$ cat src/rtl/seg7_scan_decoder.sv
// Samples a multiplexed 7-segment bus and keeps a debounced decoded code per digit position.
// Define SEG7_HEX_DECODE_EN to also decode the hex letters A..F instead of flagging them invalid.
module seg7_scan_decoder #(
   parameter int unsigned NDIG   = 8,
   parameter int unsigned STABLE = 4
) (
   input  logic                clk,
   input  logic                rst_n,
   input  logic                sample,
   input  logic [NDIG-1:0]     an,
   input  logic [6:0]          seg,
   input  logic                err_clr,
   output logic [5*NDIG-1:0]   code,
   output logic [NDIG-1:0]     dvalid,
   output logic                frame_done,
   output logic                err
);

   localparam int unsigned CW           = 4;
   localparam logic [CW-1:0] STABLE_C   = CW'(STABLE);
   localparam logic [4:0]    CODE_BLANK = 5'd16;
   localparam logic [4:0]    CODE_INVAL = 5'd31;

   logic [NDIG-1:0] prev_an;
   logic [6:0]      prev_seg;
   logic [CW-1:0]   cnt;
   logic [NDIG-1:0] seen;

   logic [NDIG-1:0] sel_c;
   logic            onehot_c;
   logic            idle_c;
   logic            legal_c;
   logic            illegal_c;
   logic            match_c;
   logic            accept_c;
   logic            err_set_c;
   logic [4:0]      dec_c;
   logic [CW-1:0]   cnt_next_c;

   // Active-low segment pattern to display code.
   function automatic logic [4:0] decode(input logic [6:0] s);
      logic [4:0] d;
      case (s)
         7'h40:   d = 5'd0;
         7'h79:   d = 5'd1;
         7'h24:   d = 5'd2;
         7'h30:   d = 5'd3;
         7'h19:   d = 5'd4;
         7'h12:   d = 5'd5;
         7'h02:   d = 5'd6;
         7'h78:   d = 5'd7;
         7'h00:   d = 5'd8;
         7'h10:   d = 5'd9;
         7'h7F:   d = 5'd16;
         7'h3F:   d = 5'd17;
`ifdef SEG7_HEX_DECODE_EN
         7'h08:   d = 5'd10;
         7'h03:   d = 5'd11;
         7'h46:   d = 5'd12;
         7'h21:   d = 5'd13;
         7'h06:   d = 5'd14;
         7'h0E:   d = 5'd15;
`endif
         default: d = CODE_INVAL;
      endcase
      return d;
   endfunction

   // Classify the current sample and advance the stability run.
   always_comb begin
      sel_c      = ~an;
      onehot_c   = (sel_c != '0) && ((sel_c & (sel_c - NDIG'(1))) == '0);
      idle_c     = sample && (sel_c == '0);
      legal_c    = sample && onehot_c;
      illegal_c  = sample && (sel_c != '0) && !onehot_c;
      match_c    = (an == prev_an) && (seg == prev_seg);
      dec_c      = decode(seg);
      cnt_next_c = cnt;
      if (idle_c || illegal_c) begin
         cnt_next_c = '0;
      end else if (legal_c) begin
         if (!match_c)
            cnt_next_c = CW'(1);
         else if (cnt != STABLE_C)
            cnt_next_c = cnt + CW'(1);
      end
      // STABLE >= 2, so a reload to 1 can never be the accepting step.
      accept_c  = legal_c && match_c && (cnt == STABLE_C - CW'(1));
      err_set_c = illegal_c || (accept_c && (dec_c == CODE_INVAL));
   end

   always_ff @(posedge clk) begin
      if (!rst_n) begin
         prev_an    <= '0;
         prev_seg   <= '0;
         cnt        <= '0;
         seen       <= '0;
         code       <= {NDIG{CODE_BLANK}};
         dvalid     <= '0;
         frame_done <= 1'b0;
         err        <= 1'b0;
      end else begin
         cnt <= cnt_next_c;
         if (legal_c) begin
            prev_an  <= an;
            prev_seg <= seg;
         end
         if (accept_c) begin
            for (int i = 0; i < NDIG; i++) begin
               if (sel_c[i])
                  code[5*i +: 5] <= dec_c;
            end
            dvalid <= dvalid | sel_c;
         end
         // A full mask is reported one edge later; that edge restarts the mask.
         frame_done <= &seen;
         if (&seen)
            seen <= accept_c ? sel_c : '0;
         else if (accept_c)
            seen <= seen | sel_c;
         if (err_set_c)
            err <= 1'b1;
         else if (err_clr)
            err <= 1'b0;
      end
   end

endmodule

$ cat config.mk
export PLATFORM = sky130hd
export DESIGN_NAME = seg7_scan_decoder
export DESIGN_NICKNAME = d
export VERILOG_FILES = /design/src/rtl/seg7_scan_decoder.sv
export SDC_FILE = /design/constraint.sdc
export NUM_CORES = 1
export LEC_CHECK = 0
export ABC_AREA = 1
export BUFFER_PORTS_ARGS = -buffer_cell sky130_fd_sc_hd__buf_2
export CAP_MARGIN = 20
export CORE_MARGIN = 1.5
export CORE_UTILIZATION = 50
export DETAILED_ROUTE_END_ITERATION = 16
export PLACE_DENSITY = 0.73
export SKIP_LAST_GASP = 1
export SLEW_MARGIN = 20
export SYNTH_ARGS = -nofsm -noshare
export SYNTH_HDL_FRONTEND = slang
export SYNTH_SLANG_ARGS = --single-unit
$ cat constraint.sdc
create_clock -name clk -period 2.4 [get_ports clk]
set_input_delay 0.72 -clock clk [delete_from_list [all_inputs] [get_ports clk]]
set_output_delay 0.72 -clock clk [all_outputs]
set_load 0.02 [all_outputs]
==> impl_metrics.tcl, run 1 <==
set metrics [dict create \
    worst-slew-pin-transition_ns 0.544 \
    irDropWorstVdd_v 0.000278 \
    clk_root_buffer_cell "sky130_fd_sc_hd__clkbuf_8" \
    routed-via-count 3539 \
    number_of_buffers_inserted_by_hold_repair_at_cts 0 \
    final-seq-area_mm2 0.00154 \
    depth_of_the_worst_hold_timing_path 2 \
    netlist_area_mm2 0.00360 \
    final.period_utilization 0.881 \
    rr_worst_depth 11 \
    final_cells 725 \
    final_nets 645 \
    grt_use_total 0.230 \
    cp_data_required_time_ns 2.64 \
    average_instance_area_after_synthesis_um2 6.59 \
    drc_errors_left 0 \
    post_cts_setup_repair_bufs 0 \
    finalHoldViolCount 0 \
    post_synthesis_to_final_layout_area_growth_pct 19.3 \
    totalWireLength_um 8250 \
    worst_slack_ns 0.285 \
    clock_sink_count 77 \
    dieArea_mm2 0.00772 \
    floorplan.io_pins 69 \
    dpl.hpwl_um 6160 \
    power_density_mw_per_mm2 551 \
    chipHeight_um 87.9 \
    grt-ovfl-total 0 \
    clock.fmax_ghz 0.473 \
    clk_pin_slew_worst_paths_ns 0.08 \
    synth_top_family_by_area "simple AND/OR/NAND/NOR gates" \
    finalWeightedCongestion 0.871 \
    cp_max_fo 8 \
    max_stage_delay_ns 0.33 \
    timing.critical_path.from_type "input pin" \
    net_count_of_the_mapped_netlist 567 \
    post-place-ws_ns 0.0514 \
    tritoncts_buffers 9 \
    first_pass_grt_wire_length_um 14100 \
    leakagePower_nw 2.00 \
    overall_die_width_um 87.9 \
    grt_setup_unrepaired "no" \
    setup_total_negative_slack_ns 0 \
    drtIter0Drc 144 \
    area_share_of_fa_ha_maj_cells_after_synthesis 0.00695 \
    clk_path_buf_depth 2 \
    final_max_slew_viol_count 0 \
    critical_path.most_common_cell "sky130_fd_sc_hd__nand2_1" \
    nFillCells 688 \
    first_pass_iters 4 \
    setup_viol 0 \
    status "finished clean" \
    htreeDepth 3 \
    core.rowCount 30 \
    timing.slew.headroom 0.635 \
    synth-compound-area-share 0.0667 \
    clock_insertion_delay_worst_skew_ns 0.35 \
    ant_nets 0 \
    mostFrequentLayoutCells "sky130_fd_sc_hd__nand2_1 (171), sky130_fd_sc_hd__nor2_1 (117), sky130_fd_sc_hd__dfxtp_1 (77)" \
    netlist-cell-type-count 31 \
    criticalPathCategory "input pin to register" \
    hold_path_end "code[14]" \
    grt_start_max_net_pins 23 \
    fin_area_mm2 0.00430 \
    area_share_of_and_or_nand_nor_cells_after_synthesis 0.408 \
    post-route-min-period_ns 2.11 \
    antenna_cells 0 \
    clock_skew_ns 0.0104 \
    initial_utilization 0.524 \
    synthCells 546 \
    grt_pass1_vias 3274 \
    synth_xor_xnor_area_share 0.00730 \
    multiInputGateArea_mm2 0.00176 \
    cell_by_cell_trace_of_the_critical_path "buf_2 -> nor2_1 -> nand2_1 -> nor3_1 -> nor2_1 -> nand2_1 -> nor2_4 -> nor2_2 -> nand2_1 -> nand2_1 -> nor2_1" \
    post_dp_cell_area_mm2 0.00411 \
    timing.critical_path.arrival_ns 2.35 \
    buffer_ports.inserted 68 \
    ys_seq_area_frac 0.428 \
    yosys_warnings 0 \
    timing.hold.worst.class "register to register" \
    max_cap_viol_count 0 \
    wl_per_instance_um 11.4 \
    crit_path_end_kind "register" \
    min-delay-start "code[14]" \
    timing.critical_path.slowest_stage_cell "sky130_fd_sc_hd__nor2_2" \
    placeableCoreArea_mm2 0.00687 \
    ctsResizeCount 0 \
    post_drt_via_cell_ratio 4.88 \
    cts_tree "built" \
    ys_ff_latch 77 \
    most_common_library_cell_in_the_layout_ignoring_fill_and_taps "sky130_fd_sc_hd__nand2_1" \
    synth_mux_area_frac 0 \
    post_route_cells_drive_above_1_share 0.215 \
    rrSetupSlack_ns 0.64 \
    grt_antenna_before_repair 0 \
    reg2reg_to "code[30]" \
    r2r_start "prev_an[2]" \
    placed_cells 709 \
]
[layer usage]
metal,vias up,track usage,part of all wire
li1,1842,-,-
met4,0,0.0938,0.019
met3,13,0.0368,0.038
met5,-,0,0
met2,72,0.402,0.48
met1,1612,0.281,0.46
[worst max path at each step]
stage | to | slack (ns) | start
6_report | code[11] | 0.29 | seg[0]
5_1_grt | code[11] | 0.07 | seg[0]
4_1_cts | code[11] | 0.31 | seg[0]
3_5_place_dp | code[1] | 0.05 | seg[0]
3_3_place_gp | code[1] | 0.11 | seg[0]
2_1_floorplan | code[12] | 0.50 | an[1]
[registers in the layout (all words and copies together), names as in the netlist]
signal,cells
cnt,4
code,40
dvalid,8
err,1
frame_done,1
prev_an,8
prev_seg,7
seen,8
[worst max-delay path: cells and delay by family]
family,cells,cell delay (ns)
buf+inv,1,0.13
simple gates,10,1.51
[power by group]
part           leakage (nW)  switching (W)  internal [W]
Combinational          1.29       0.000122     0.0000546
Clock                0.0877       0.000523      0.000388
Sequential            0.621     0.00000164       0.00128
[per-stage QoR]
stage,hold slack [ns],util,total power (W)
6_report,0.457,0.625,0.00237
5_1_grt,0.483,0.625,0.00246
4_1_cts,0.461,0.625,0.00238
3_5_place_dp,0.440,0.599,0.00149
3_3_place_gp,0.438,0.599,0.00148
2_1_floorplan,0.442,-,0.00142
[cells in the mapped netlist]
cell	count	share of area
sky130_fd_sc_hd__o21ai_0	9	0.013
sky130_fd_sc_hd__nor2_1	117	0.12
sky130_fd_sc_hd__buf_4	8	0.017
sky130_fd_sc_hd__o211a_1	1	0.0028
sky130_fd_sc_hd__nand2_2	3	0.0052
sky130_fd_sc_hd__inv_1	44	0.046
sky130_fd_sc_hd__buf_2	1	0.0014
sky130_fd_sc_hd__o21ai_1	1	0.0014
sky130_fd_sc_hd__dfxtp_1	77	0.43
sky130_fd_sc_hd__inv_2	8	0.0083
sky130_fd_sc_hd__a21oi_2	1	0.0024
sky130_fd_sc_hd__and3b_1	1	0.0024
sky130_fd_sc_hd__or2_2	1	0.0017
sky130_fd_sc_hd__buf_1	3	0.0031
sky130_fd_sc_hd__nand4_1	10	0.017
sky130_fd_sc_hd__nor2_2	13	0.023
sky130_fd_sc_hd__nand2_1	171	0.18
sky130_fd_sc_hd__o21ai_2	1	0.0024
sky130_fd_sc_hd__xor2_1	1	0.0024
sky130_fd_sc_hd__nand3_2	1	0.0028
sky130_fd_sc_hd__clkbuf_1	6	0.0063
sky130_fd_sc_hd__nor2_4	5	0.016
sky130_fd_sc_hd__nand3_1	22	0.031
sky130_fd_sc_hd__nor3_1	2	0.0028
sky130_fd_sc_hd__nand3_4	1	0.0049
sky130_fd_sc_hd__a21boi_1	1	0.0021
sky130_fd_sc_hd__a21oi_1	31	0.043
sky130_fd_sc_hd__clkinv_1	1	0.0010
sky130_fd_sc_hd__xnor2_1	2	0.0049
sky130_fd_sc_hd__ha_1	2	0.0070
sky130_fd_sc_hd__nor4_1	1	0.0017
[final cells by class]
class	count	area share
clock inverter	7	0.0134
sequential	77	0.359
tap	96	0.0280
timing repair buffer	85	0.115
multi-input combinational	398	0.410
inverter	53	0.0463
clock buffer	9	0.0288
[cells by family (layout without fill, tap and decap cells)]
| logic type | count (synthesis) | count (layout) |
|---|---|---|
| flip-flops | 77 | 77 |
| adder cells (fa/ha/maj) | 2 | 2 |
| AND/OR/NAND/NOR | 348 | 348 |
| AO/OA/AOI/OAI | 45 | 45 |
| buffers and inverters | 71 | 154 |
| XOR/XNOR | 3 | 3 |
Note: power is estimated with default switching activity, not from simulation.
==> run 2: changes to the inputs <==
--- a/config.mk
+++ b/config.mk
@@ -7,7 +7,6 @@
 export LEC_CHECK = 0
 export ABC_AREA = 1
 export BUFFER_PORTS_ARGS = -buffer_cell sky130_fd_sc_hd__buf_2
-export CAP_MARGIN = 20
 export CORE_MARGIN = 1.5
 export CORE_UTILIZATION = 50
 export DETAILED_ROUTE_END_ITERATION = 16
==> constraint.sdc (replaced) <==
create_clock -name clk -period 2.55 [get_ports clk]
set_input_delay 0.765 -clock clk [delete_from_list [all_inputs] [get_ports clk]]
set_output_delay 0.765 -clock clk [all_outputs]
set_load 0.02 [all_outputs]
==> run 2 against run 1 <==
  * Power decreased by 2.4%
  * Clock power is 3.2% higher
  * Cell area fell by 0.84%
  * Clock skew is 0.0021 ns higher
  * Non-clock buffer count decreased by 4
  * Combinational power down 6%
  * Utilization decreased by 0.53 points
  * Highest routed layer unchanged
  * Critical path depth is 1 higher
==> impl_metrics.tcl, run 2 (synthesized netlist as in run 1, its figures left out) <==
set metrics [dict create \
    status "finished clean" \
    setup_total_negative_slack_ns 0 \
    cts_tree "built" \
    drtIter0Drc 189 \
    final-seq-area_mm2 0.00154 \
    power_density_mw_per_mm2 543 \
    grt_pass1_vias 3030 \
    hold_ws_ns 0.461 \
    setup_viol 0 \
    criticalPathCategory "input pin to register" \
    overall_die_width_um 87.9 \
    nFillCells 658 \
    leakagePower_nw 1.99 \
    post_drt_via_cell_ratio 4.88 \
    placeableCoreArea_mm2 0.00687 \
    ctsResizeCount 0 \
    max_stage_delay_ns 0.36 \
    mostFrequentLayoutCells "sky130_fd_sc_hd__nand2_1 (171), sky130_fd_sc_hd__nor2_1 (117), sky130_fd_sc_hd__dfxtp_1 (77)" \
    clock.fmax_ghz 0.481 \
    cp_data_required_time_ns 2.85 \
    largest_register_ff_count 40 \
    registers.top_by_ff_count "code" \
    post-route-min-period_ns 2.08 \
    dieArea_mm2 0.00772 \
    max_cap_viol_count 0 \
    timing.hold.worst.class "register to register" \
    worst_slack_ns 0.472 \
    finalHoldViolCount 0 \
    antenna_cells 0 \
    post_cts_setup_repair_bufs 0 \
    ant_nets 0 \
    fin_area_mm2 0.00426 \
    dpl.hpwl_um 6170 \
    timing.critical_path.arrival_ns 2.37 \
    placed_cells 705 \
    grt_setup_unrepaired "no" \
    floorplan.io_pins 69 \
    chipHeight_um 87.9 \
    grt_antenna_before_repair 0 \
    most_common_library_cell_in_the_layout_ignoring_fill_and_taps "sky130_fd_sc_hd__nand2_1" \
    final.period_utilization 0.815 \
    final_nets 641 \
    timing.critical_path.from_type "input pin" \
    drc_errors_left 0 \
    clock_sink_count 77 \
    buffering_stage_count_on_the_worst_path_with_inverters_included 3 \
    initial_utilization 0.524 \
    multiInputGateArea_mm2 0.00176 \
    clock_skew_ns 0.0125 \
    core.rowCount 30 \
    final_cells 721 \
    clock_insertion_delay_worst_skew_ns 0.36 \
    cp_max_fo 9 \
    post_dp_cell_area_mm2 0.00406 \
    first_pass_grt_wire_length_um 13600 \
    irDropWorstVdd_v 0.000359 \
    crit_family "simple AND/OR/NAND/NOR gates" \
    post-place-ws_ns 0.110 \
    cell_by_cell_trace_of_the_critical_path "buf_2 -> inv_2 -> nand2_1 -> nand2_1 -> nor2_1 -> nand2_1 -> nor2_2 -> nand3_4 -> nor2_2 -> buf_4 -> nor2_1 -> nor2_1" \
    clk_path_buf_depth 2 \
    crit_path_end_kind "register" \
    timing.critical_path.slowest_stage_cell "sky130_fd_sc_hd__nor2_2" \
    tritoncts_buffers 9 \
    clk_pin_slew_worst_paths_ns 0.08 \
    htreeDepth 3 \
    first_pass_iters 5 \
    routed-via-count 3520 \
    post_synthesis_to_final_layout_area_growth_pct 18.3 \
    worst-slew-pin-transition_ns 0.549 \
    finalWeightedCongestion 0.816 \
    wl_per_instance_um 11.8 \
    final_max_slew_viol_count 0 \
    grt_use_total 0.228 \
    timing.slew.headroom 0.631 \
    buffer_ports.inserted 68 \
    grt-ovfl-total 0 \
    post_route_cells_drive_above_1_share 0.208 \
    totalWireLength_um 8490 \
    number_of_buffers_inserted_by_hold_repair_at_cts 0 \
    clk_root_buffer_cell "sky130_fd_sc_hd__clkbuf_8" \
    grt_start_max_net_pins 24 \
]
==> run 2: changes by cell type in the layout (fill, tap and decap cells not counted) <==
cell	change
sky130_fd_sc_hd__clkbuf_8	+1
sky130_fd_sc_hd__buf_4	-2
sky130_fd_sc_hd__clkinv_4	-2
sky130_fd_sc_hd__bufinv_16	+1
sky130_fd_sc_hd__inv_8	-1
sky130_fd_sc_hd__buf_12	-2
sky130_fd_sc_hd__clkbuf_1	+1
==> run 2: through the flow <==
step                total power (W)   util
finish                      0.00231  0.620
global route                0.00240  0.620
CTS                         0.00233  0.620
detailed placement          0.00140  0.591
global placement            0.00140  0.591
floorplan                   0.00134      -
==> run 2: where the power goes <==
part / switching (W) / internal (W)
Sequential: 0.00000179 / 0.00120
Clock: 0.000459 / 0.000481
Combinational: 0.000116 / 0.0000505
Total: 0.000576 / 0.00174
==> run 2: cell type report <==
type,instances,share of cell area
sequential,77,0.362
inverter,53,0.0467
multi-input combinational,398,0.413
tap,96,0.0282
clock buffer,11,0.0332
clock inverter,5,0.0138
timing repair buffer,81,0.103
==> run 2: worst register-to-register path: stages, from the launching register on <==
cell and delay [ns]:
sky130_fd_sc_hd__dfxtp_1 0.38, sky130_fd_sc_hd__nand2_1 0.06, sky130_fd_sc_hd__inv_1 0.05, sky130_fd_sc_hd__nor2_1 0.03, sky130_fd_sc_hd__nor2_1 0.09, sky130_fd_sc_hd__nand2_1 0.08, sky130_fd_sc_hd__nor2_2 0.25, sky130_fd_sc_hd__nand3_4 0.20
sky130_fd_sc_hd__nor2_2 0.36, sky130_fd_sc_hd__buf_4 0.19, sky130_fd_sc_hd__nor2_1 0.04, sky130_fd_sc_hd__nor2_1 0.09
==> run 2: metal layers <==
| metal | track usage | up-vias | wire length (um) |
|---|---|---|---|
| met5 | 0 | - | 0 |
| met2 | 0.389 | 94 | 4080 |
| met3 | 0.0631 | 13 | 484 |
| li1 | - | 1830 | - |
| met4 | 0.0664 | 0 | 98 |
| met1 | 0.280 | 1583 | 3830 |
==> run 2: path summary, 6_finish.rpt <==
kind                                  from        to  slack (ns)  cells after the start
worst min-delay path              code[39]  code[39]        0.46                      2
worst min register to register    code[39]  code[39]        0.46                      2
worst max register to register  prev_an[0]  code[30]        0.66                     11
worst max-delay path                 an[3]  code[30]        0.47                     12
